[config.mk]
export PLATFORM = sky130hd
export DESIGN_NAME = fastram_autoconfig
export DESIGN_NICKNAME = d
export VERILOG_FILES = /design/src/rtl/fastram_autoconfig.sv
export SDC_FILE = /design/constraint.sdc
export NUM_CORES = 1
export LEC_CHECK = 0
export ABC_AREA = 0
export CAP_MARGIN = 40
export CORE_MARGIN = 5
export CORE_UTILIZATION = 33
export DETAILED_ROUTE_END_ITERATION = 12
export GPL_TIMING_DRIVEN = 0
export HOLD_SLACK_MARGIN = 0.02
export PLACE_DENSITY = 0.74
export SYNTH_ARGS = -nofsm -noshare
export SYNTH_HDL_FRONTEND = slang
export SYNTH_SLANG_ARGS = --single-unit
[constraint.sdc]
create_clock -name CLK -period 1.57 [get_ports CLK]
set_input_delay 0.471 -clock CLK [delete_from_list [all_inputs] [get_ports CLK]]
set_output_delay 0.471 -clock CLK [all_outputs]
set_load 0.03 [all_outputs]
[src/rtl/fastram_autoconfig.sv]
// Zorro II AutoConfig controller for the on-board fast RAM: serves the config
// ROM nibbles at $E8xxxx and takes the base-address or shut-up write.
module fastram_autoconfig #(
  parameter logic [15:0] MANUFACTURER = 16'h07DB,
  parameter logic [7:0]  PRODUCT      = 8'h06,
  parameter logic [31:0] SERIAL       = 32'h00000000
) (
  input  logic         CLK,
  input  logic         RESET_n,
  input  logic [23:1]  A,
  input  logic         RW_n,
  input  logic         AS_n,
  input  logic         DS_n,
  input  logic [15:12] D_IN,
  input  logic         JP2,
  input  logic         CONFIG_IN_n,
  output logic [15:12] D_OUT,
  output logic         D_OE,
  output logic         DTACK_n,
  output logic [7:5]   BASE_RAM,
  output logic         RAM_CONFIGURED_n,
  output logic         CONFIG_OUT_n
);

  typedef enum logic [1:0] {CFG_UNCONF, CFG_CONFIGURED, CFG_SHUTUP} cfg_t;
  typedef enum logic [1:0] {CYC_IDLE, CYC_ACK, CYC_WAIT_END} cyc_t;

  cfg_t       cfg_state, cfg_next;
  cyc_t       cyc_state, cyc_next;
  logic [1:0] as_sync, ds_sync, rw_sync;
  logic       as_s, ds_s, rw_s;
  logic       hit, start, read_cyc;
  logic [6:0] offset;
  logic [7:0] er_type;
  logic [3:0] rom_data, d_out_q;
  logic [2:0] base_q;
  logic       unused_bits;

  assign as_s        = as_sync[1];
  assign ds_s        = ds_sync[1];
  assign rw_s        = rw_sync[1];
  assign offset      = {A[6:1], 1'b0};
  assign hit         = !as_s && (A[23:16] == 8'hE8) && !CONFIG_IN_n && (cfg_state == CFG_UNCONF);
  assign start       = (cyc_state == CYC_IDLE) && hit && !ds_s;
  assign unused_bits = ^{A[15:7], D_IN[12]};

  always_ff @(posedge CLK) begin
    if (!RESET_n) begin
      as_sync <= 2'b11;
      ds_sync <= 2'b11;
      rw_sync <= 2'b11;
    end else begin
      as_sync <= {as_sync[0], AS_n};
      ds_sync <= {ds_sync[0], DS_n};
      rw_sync <= {rw_sync[0], RW_n};
    end
  end

  // Nibble index is A[6:1]; only er_Type and the $40+ range are not inverted.
  always_comb begin
    er_type  = {2'b11, 1'b1, 2'b00, (JP2 ? 3'b000 : 3'b111)};
    rom_data = A[6] ? 4'h0 : 4'hF;
    case (A[6:1])
      6'd0:    rom_data = er_type[7:4];
      6'd1:    rom_data = er_type[3:0];
      6'd2:    rom_data = ~PRODUCT[7:4];
      6'd3:    rom_data = ~PRODUCT[3:0];
      6'd8:    rom_data = ~MANUFACTURER[15:12];
      6'd9:    rom_data = ~MANUFACTURER[11:8];
      6'd10:   rom_data = ~MANUFACTURER[7:4];
      6'd11:   rom_data = ~MANUFACTURER[3:0];
      6'd12:   rom_data = ~SERIAL[31:28];
      6'd13:   rom_data = ~SERIAL[27:24];
      6'd14:   rom_data = ~SERIAL[23:20];
      6'd15:   rom_data = ~SERIAL[19:16];
      6'd16:   rom_data = ~SERIAL[15:12];
      6'd17:   rom_data = ~SERIAL[11:8];
      6'd18:   rom_data = ~SERIAL[7:4];
      6'd19:   rom_data = ~SERIAL[3:0];
      default: ;
    endcase
  end

  always_ff @(posedge CLK) begin
    if (!RESET_n) begin
      cyc_state <= CYC_IDLE;
      cfg_state <= CFG_UNCONF;
    end else begin
      cyc_state <= cyc_next;
      cfg_state <= cfg_next;
    end
  end

  always_comb begin
    cyc_next = cyc_state;
    cfg_next = cfg_state;
    case (cyc_state)
      CYC_IDLE: begin
        if (start) begin
          cyc_next = CYC_ACK;
          if (!rw_s) begin
            if (offset == 7'h48)
              cfg_next = CFG_CONFIGURED;
            else if (offset == 7'h4C)
              cfg_next = CFG_SHUTUP;
          end
        end
      end
      CYC_ACK:      cyc_next = CYC_WAIT_END;
      CYC_WAIT_END: if (as_s) cyc_next = CYC_IDLE;
      default:      cyc_next = CYC_IDLE;
    endcase
  end

  always_ff @(posedge CLK) begin
    if (!RESET_n) begin
      d_out_q  <= '0;
      base_q   <= '0;
      read_cyc <= 1'b0;
    end else if (start) begin
      read_cyc <= rw_s;
      if (rw_s)
        d_out_q <= rom_data;
      else if (offset == 7'h48)
        base_q <= D_IN[15:13];
    end
  end

  always_comb begin
    D_OUT            = d_out_q;
    BASE_RAM         = base_q;
    D_OE             = read_cyc && (cyc_state != CYC_IDLE);
    DTACK_n          = (cyc_state != CYC_WAIT_END);
    CONFIG_OUT_n     = (cfg_state == CFG_UNCONF);
    RAM_CONFIGURED_n = (cfg_state != CFG_CONFIGURED);
  end

endmodule

* Yosys cells after proc, flatten, opt, wreduce, memory -nomap -nowiden *
Index checks and enable logic that the tools add are counted.

operators by class
  $add $sub $neg = 0
  multipliers = 0
  divide/modulo/power cells = 0
  order comparisons = 0
  eq/ne operators = 24
  shifts and indexed selects = 0
  multiplexer cells = 8
  bitwise gates (word level) = 1
  reduce and logical (&&, ||, !) cells = 19

operator list
  cell                  number
  $eq A6 B4 Y1 const B  8
  $pmux W4 S7           1
  $eq A6 B5 Y1 const B  4
  $eq A6 B2 Y1 const B  2
  $eq A6 B6 Y1 const B  2
  $reduce_or A10 Y1     1
  $eq A8 B8 Y1 const B  1
  $mux W2               4
  $eq A6 B1 Y1 const B  1
  $logic_and A1 B1 Y1   6
  $logic_not A6 Y1      1
  $ne A2 B2 Y1 const B  3
  $pmux W2 S3           1
  $logic_not A2 Y1      2
  $mux W4               1
  $reduce_and A2 Y1     2
  $reduce_and A4 Y1     1
  $reduce_bool A2 Y1    2
  $logic_not A1 Y1      3
  $mux W3               1
  $reduce_and A3 Y1     1
  $eq A2 B1 Y1 const B  1
  $eq A2 B2 Y1 const B  1
  $ne A2 B1 Y1 const B  1
  $not A1 Y1            1

storage, ports and cells
  flip-flop bits (word level) = 18
  bits in latches = 0
  memory bits (writable) = 0
  ROM bits = 0
  input port bits = 34
  output and inout port bits = 11
  logic and storage cells = 60
  memories kept = 0

* Logic depth before layout (Yosys ltp) *
Gate-level depths: netlist of the first run.

  depth in word-level cells = 8
  gate-level depth with buffers = 5

* Least setup slack after synthesis of the first run *
Ideal clock, no wire load.

  kind = input to register
  start point = input port A[20] (netlist bit)
  end point = register base_q[0] (netlist: BASE_RAM[5])
  setup time = 72 ps
  arrival time = 1,441 ps
  required time = 1,498 ps
  path slack = 57 ps
  stages on the path = 5
  path buffers = 1
  cells stage by stage = and4bb_2 -> and4_4 -> and4b_1 -> buf_6 -> mux2i_1

on the way
  longest elaborated chain between the ends = 7

RTL lines
  element                           RTL line  source
  start: declaration                10        input logic [23:1] A,
  $eq A8 B8 Y1                      43        assign hit = !as_s && (A[23:16] == 8'hE8) && !CONFIG_IN_n && (cfg_state == CFG_UNCONF);
  $logic_and A1 B1 Y1 (3 in a row)  43
  $logic_and A1 B1 Y1 (2 in a row)  44        assign start = (cyc_state == CYC_IDLE) && hit && !ds_s;
  $reduce_and A3 Y1 (no line)       -
  end signal: assignment            125       base_q <= D_IN[15:13];
  end: declaration                  36        logic [2:0] base_q;

Every way passes these cells.
A chain may end at the register's enable or synchronous reset.

* Worst setup path in the final report of the first run *
  start point = register cyc_state[0]
  end point = register base_q[0] (netlist: BASE_RAM[5])

on the way
  longest elaborated chain between the ends = 4

RTL lines
  element                           RTL line  source
  start: declaration                29        cyc_t cyc_state, cyc_next;
  start signal: assignment          89        cyc_state <= cyc_next;
  $logic_not A2 Y1                  44
  $logic_and A1 B1 Y1 (2 in a row)  44
  $reduce_and A3 Y1 (no line)       -

Every way passes these cells.

==> results.sh, run 1 <==
export IMPL_status="completed"
export IMPL_report_final_slew_viol_count=0
export IMPL_clk_pin_slew_ns=0.10
export IMPL_synth_flop_cell="dfxtp_1"
export IMPL_nets=158
export IMPL_grt_pass1_vias=765
export IMPL_place_gp_congestion=0.740
export IMPL_ys_types=30
export IMPL_drtPass1Iterations=4
export IMPL_cts_buffers=3
export IMPL_crit_fanout=5
export IMPL_dieWidth_um=59.0
export IMPL_slowest_delay_ns=0.38
export IMPL_yosysSeqAreaShare=0.454
export IMPL_rows=17
export IMPL_instances_no_fill=150
export IMPL_period_share=0.990
export IMPL_grt_setup_unrepaired="true"
export IMPL_relSlewSlack=0.756
export IMPL_portBuffers=34
export IMPL_syn_area_um2=793
export IMPL_dpl_cell_area_mm2=0.00117
export IMPL_layout_drive_gt1_share=0.246
export IMPL_layout_commonest_cell="dlygate4sd2_1"
export IMPL_insertion_delay_ns=0.30
export IMPL_synth_seq_cells=18
export IMPL_cpMaxStageDelayCell="dfxtp_4"
export IMPL_core_area_mm2=0.00225
export IMPL_num_vias=745
export IMPL_async_flop_share=0
export IMPL_n_antenna_cell=0
export IMPL_grt_max_degree=11
export IMPL_cp_arrival_ns=1.78
export IMPL_viasPerCell=4.97
export IMPL_p_per_area_mw_per_mm2=629
export IMPL_cts_sinks=18
export IMPL_avgRoutedWirePerCell_um=14.3
export IMPL_design_area_mm2=0.00126
export IMPL_area_growth_syn_to_layout_pct=58.5
export IMPL_min_path_type="register to register"
export IMPL_leakage_uw=0.000542
export IMPL_crit_type="register to register"
export IMPL_clock_skew_ns=0.0101
export IMPL_cts_root_buffer="clkbuf_4"
export IMPL_worst_slew_pin_slew_ns=0.367
export IMPL_drt_iter0_drc=7
export IMPL_cp_end_kind="register"
export IMPL_ir_drop_uv=507
export IMPL_grt_use_total=0.131
export IMPL_finalSetupTns_ns=0
export IMPL_synth_edf_count=0
export IMPL_path_cells="nor4_4 > and4_4 > and4b_1 > buf_6 > mux2i_1"
export IMPL_ctsLongestPathBuffers=2
export IMPL_io_pins=45
export IMPL_start_util=0.352
export IMPL_syn_inst=80
export IMPL_tritoncts="yes"
export IMPL_worstPathRequired_ns=1.79
export IMPL_maxCapViolations=0
export IMPL_layout_min_cycle_time_ns=1.55
export IMPL_fmax_ghz=0.643
export IMPL_critical_path_startpoint_type="register"
export IMPL_post_route_drc_count=0
export IMPL_final_cell_mix="dlygate4sd2_1 (18), dfxtp_1 (14), nand2b_1 (8), clkdlybuf4s50_1 (8), nand2_1 (7)"
export IMPL_antenna_found_initial=0
export IMPL_syn_area_per_cell_um2=9.92
export IMPL_drtAntennaViolNets=0
export IMPL_htree_levels=1
export IMPL_p_total_uw=791
export IMPL_worst_hold_slack_ns=0.413
export IMPL_dp_hpwl_mm=1.53
export IMPL_grt_overflow=0
export IMPL_placed_cells=142
export IMPL_ys_warn_count=0
export IMPL_hold_viol=0
export IMPL_setup_viol=0
export IMPL_wirelength_mm=2.15
export IMPL_die_area_mm2=0.00348
export IMPL_synth_nets=114
export IMPL_grt_pass1_wl_mm=3.43
export IMPL_die_y_um=59.0
export IMPL_cts_hold_buf=0
[flip-flops by register name (all words and copies together) (netlist names)]
register   flops
BASE_RAM       3
D_OUT          4
as_sync        2
cfg_state      2
cyc_state      2
ds_sync        2
read_cyc       1
rw_sync        2
[cell type report]
type | instances | area [um2]
clock buffers | 3 | 22.5
fillers | 222 | 997
flip-flops and latches | 18 | 370
inverters | 2 | 7.51
plain buffers | 2 | 15.0
multi-input cells | 58 | 463
well taps | 28 | 35.0
repair buffers | 39 | 344
[report_power, final]
part / total [uW] / switching, uW / internal, uW / leakage, uW
clock: 227 / 138 / 89.3 / 0.0000138
combinational: 102 / 44.5 / 57.1 / 0.000379
sequential: 463 / 2.71 / 460 / 0.000149
[per-stage QoR]
stage	setup slack (ns)	utilization
floorplan	0.0570	-
global placement	-0.444	0.518
detailed placement	-0.553	0.518
CTS	-0.0943	0.556
global route	-0.0312	0.558
finish	0.0157	0.558
[what timing repair did]
item                                    4_1_cts  5_1_grt
resized for setup                            48        9
setup buffers                                 4        1
pin swaps                                    10        2
hold endpoints to repair                      0        0
endpoints found under the setup margin       19        8
[worst paths after layout]
kind / to / slack, ns / start / cells past startpoint
worst max-delay path: BASE_RAM[5] / 0.02 / cyc_state[0] / 5
worst min-delay path: as_sync[1] / 0.41 / as_sync[0] / 1
worst max register to register: BASE_RAM[5] / 0.02 / cyc_state[0] / 5
worst min register to register: as_sync[1] / 0.41 / as_sync[0] / 1
[Yosys cell counts, types with 2 or more instances]
master	instances	area share
nor2_1	5	0.024
o41ai_1	3	0.033
o21a_1	2	0.019
a21oi_1	2	0.013
nor2b_1	2	0.016
nor4_1	2	0.016
nor3_1	2	0.013
dfxtp_1	18	0.45
mux2i_1	4	0.050
nand3_1	4	0.025
nor4b_1	2	0.022
and4bb_2	2	0.032
inv_1	2	0.0095
nand2_1	7	0.033
nand2b_1	8	0.063
[logic make-up (layout without fill, tap and decap cells)]
group	Yosys count	after routing	share of synthesized area
buf+inv	4	46	0.0284
simple gates	42	42	0.350
xor+xnor	1	1	0.0110
mux	4	4	0.0505
flops	18	18	0.454
compound gates	11	11	0.106
[critical path, delay by kind of cell, from the launching register on]
family                 cells  cell delay [ns]
flip-flops                 1             0.38
multiplexers               1             0.17
AND/OR/NAND/NOR            3             0.79
buffers and inverters      1             0.13
[layer usage]
layer | track usage | vias up | routed length, um
met2 | 0.238 | 24 | 1160
met3 | 0.0523 | 3 | 167
met5 | 0 | - | 0
li1 | - | 381 | -
met1 | 0.141 | 337 | 813
met4 | 0.0291 | 0 | 14
No activity file was read; power rests on OpenSTA's default activity.
==> run 2: changes to the inputs <==
--- a/config.mk
+++ b/config.mk
@@ -12,7 +12,7 @@
 export DETAILED_ROUTE_END_ITERATION = 12
 export GPL_TIMING_DRIVEN = 0
 export HOLD_SLACK_MARGIN = 0.02
-export PLACE_DENSITY = 0.74
+export PLACE_DENSITY = 0.7
 export SYNTH_ARGS = -nofsm -noshare
 export SYNTH_HDL_FRONTEND = slang
 export SYNTH_SLANG_ARGS = --single-unit
==> results.sh, run 2 (synthesized netlist as in run 1, its figures left out) <==
export IMPL_slowest_delay_ns=0.39
export IMPL_report_final_slew_viol_count=0
export IMPL_reg2reg_slack_ns=0.06
export IMPL_clk_pin_slew_ns=0.09
export IMPL_largest_register_ffs=4
export IMPL_worstPathRequired_ns=1.10
export IMPL_grt_use_total=0.124
export IMPL_grt_pass1_wl_mm=3.24
export IMPL_antenna_found_initial=0
export IMPL_die_y_um=59.0
export IMPL_internal_power_uw=608
export IMPL_drt_iter0_drc=6
export IMPL_dieWidth_um=59.0
export IMPL_grt_setup_unrepaired="true"
export IMPL_power_frac_seq=0.589
export IMPL_multi_input_area_um2=447
export IMPL_num_vias=757
export IMPL_n_fill_cell=217
export IMPL_min_path_type="register to register"
export IMPL_cts_sinks=18
export IMPL_insertion_delay_ns=0.29
export IMPL_drtPass1Iterations=4
export IMPL_grt_pass1_vias=799
export IMPL_top_layer_used="met4"
export IMPL_die_area_mm2=0.00348
export IMPL_core_area_mm2=0.00225
export IMPL_place_gp_congestion=0.693
export IMPL_final_util=0.559
export IMPL_layout_min_cycle_time_ns=1.53
export IMPL_rows=17
export IMPL_status="completed"
export IMPL_hold_viol=0
export IMPL_cts_buffers=3
export IMPL_wirelength_mm=1.94
export IMPL_leakage_uw=0.000577
export IMPL_period_share=0.974
export IMPL_crit_fanout=4
export IMPL_layout_commonest_cell="dlygate4sd2_1"
export IMPL_p_per_area_mw_per_mm2=625
export IMPL_io_pins=45
export IMPL_area_growth_syn_to_layout_pct=59.0
export IMPL_post_route_drc_count=0
export IMPL_cp_arrival_ns=1.06
export IMPL_wl_met2_um=942
export IMPL_preCtsSetupSlack_ns=-0.493
export IMPL_path_cells="or2b_1 > buf_2"
export IMPL_wl_met1_um=776
export IMPL_layout_drive_gt1_share=0.242
export IMPL_worst_slew_pin_slew_ns=0.318
export IMPL_start_util=0.352
export IMPL_dp_hpwl_mm=1.49
export IMPL_htree_levels=1
export IMPL_ctsLongestPathBuffers=2
export IMPL_power_switching_uw=180
export IMPL_wl_met3_um=131
export IMPL_critical_path_startpoint_type="register"
export IMPL_final_cell_mix="dlygate4sd2_1 (17), dfxtp_1 (14), nand2b_1 (8)"
export IMPL_tritoncts="yes"
export IMPL_n_antenna_cell=0
export IMPL_avgRoutedWirePerCell_um=12.8
export IMPL_p_comb_frac=0.124
export IMPL_setup_viol=0
export IMPL_grt_overflow=0
export IMPL_drtAntennaViolNets=0
export IMPL_fmax_ghz=0.654
export IMPL_clock_skew_ns=0.00423
export IMPL_nets=160
export IMPL_setup_ws_ns=0.0401
export IMPL_crit_type="register to output pin"
export IMPL_relSlewSlack=0.786
export IMPL_cpMaxStageDelayCell="dfxtp_4"
export IMPL_clock_power_share=0.287
export IMPL_grt_max_degree=11
export IMPL_cts_hold_buf=0
export IMPL_ir_drop_uv=439
export IMPL_seq_area_um2=368
export IMPL_cts_root_buffer="clkbuf_4"
export IMPL_viasPerCell=4.98
export IMPL_portBuffers=34
export IMPL_maxCapViolations=0
export IMPL_switching_share=0.228
export IMPL_cp_end_kind="output pin"
-- run 2: cell types whose count changed in the layout (fill, tap and decap cells not counted), sizes merged --
| cell | before | now |
|---|---|---|
| buf | 9 | 12 |
| dlygate4sd2 | 18 | 17 |
| dlymetal6s2s | 1 | 4 |
| clkdlybuf4s50 | 8 | 7 |
| clkdlybuf4s15 | 4 | 2 |
-- run 2: cell type report --
cell class                 instances  share of cell area
timing repair buffer              41               0.290
tap                               28              0.0278
inverter                           2             0.00595
clock buffer                       3              0.0179
sequential                        18               0.292
buffer                             2              0.0129
multi-input combinational         58               0.354
-- run 2: critical path, delay by kind of cell (launching register included) --
family	cells	cell delay [ns]
DFF	1	0.39
and+or+nand+nor	1	0.22
buffers and inverters	1	0.17
-- run 2: path summary, 6_finish.rpt --
check	startpoint	end	cells after the start
worst max-delay path	cyc_state[1]	DTACK_n	2
worst min-delay path	as_sync[0]	as_sync[1]	1
worst max register to register	cyc_state[0]	BASE_RAM[7]	5
worst min register to register	as_sync[0]	as_sync[1]	1
-- run 2: metrics by stage --
stage	hold WS, ns	TNS (ns)	cells	instance area, um2	power, uW
global route	0.436	-0.0140	152	1260	828
detailed placement	0.399	-4.51	142	1170	578
global placement	0.391	-4.12	142	1170	576
CTS	0.422	-0.0894	151	1260	797
finish	0.419	0	152	1260	788
floorplan	0.386	0	80	793	505
-- run 2: power groups by stage --
stage	registers, uW	logic (uW)	clock network, uW
2_1_floorplan	476	29.1	0
3_3_place_gp	476	99.4	0
3_5_place_dp	476	102	0
4_1_cts	466	98.0	234
5_1_grt	465	105	257
6_report	464	97.7	226
-- run 2: timing repair --
item                       in CTS  in global routing
setup endpoints to repair      18                 11
pin swaps                       8                  2
setup buffers                   6                  1
resized for setup              43                 15
-- run 2: routing by layer --
layer | vias to the layer above | global-route usage
li1 | 384 | -
met5 | - | 0
met1 | 339 | 0.126
met3 | 8 | 0.0349
met2 | 26 | 0.210
met4 | 0 | 0.0971
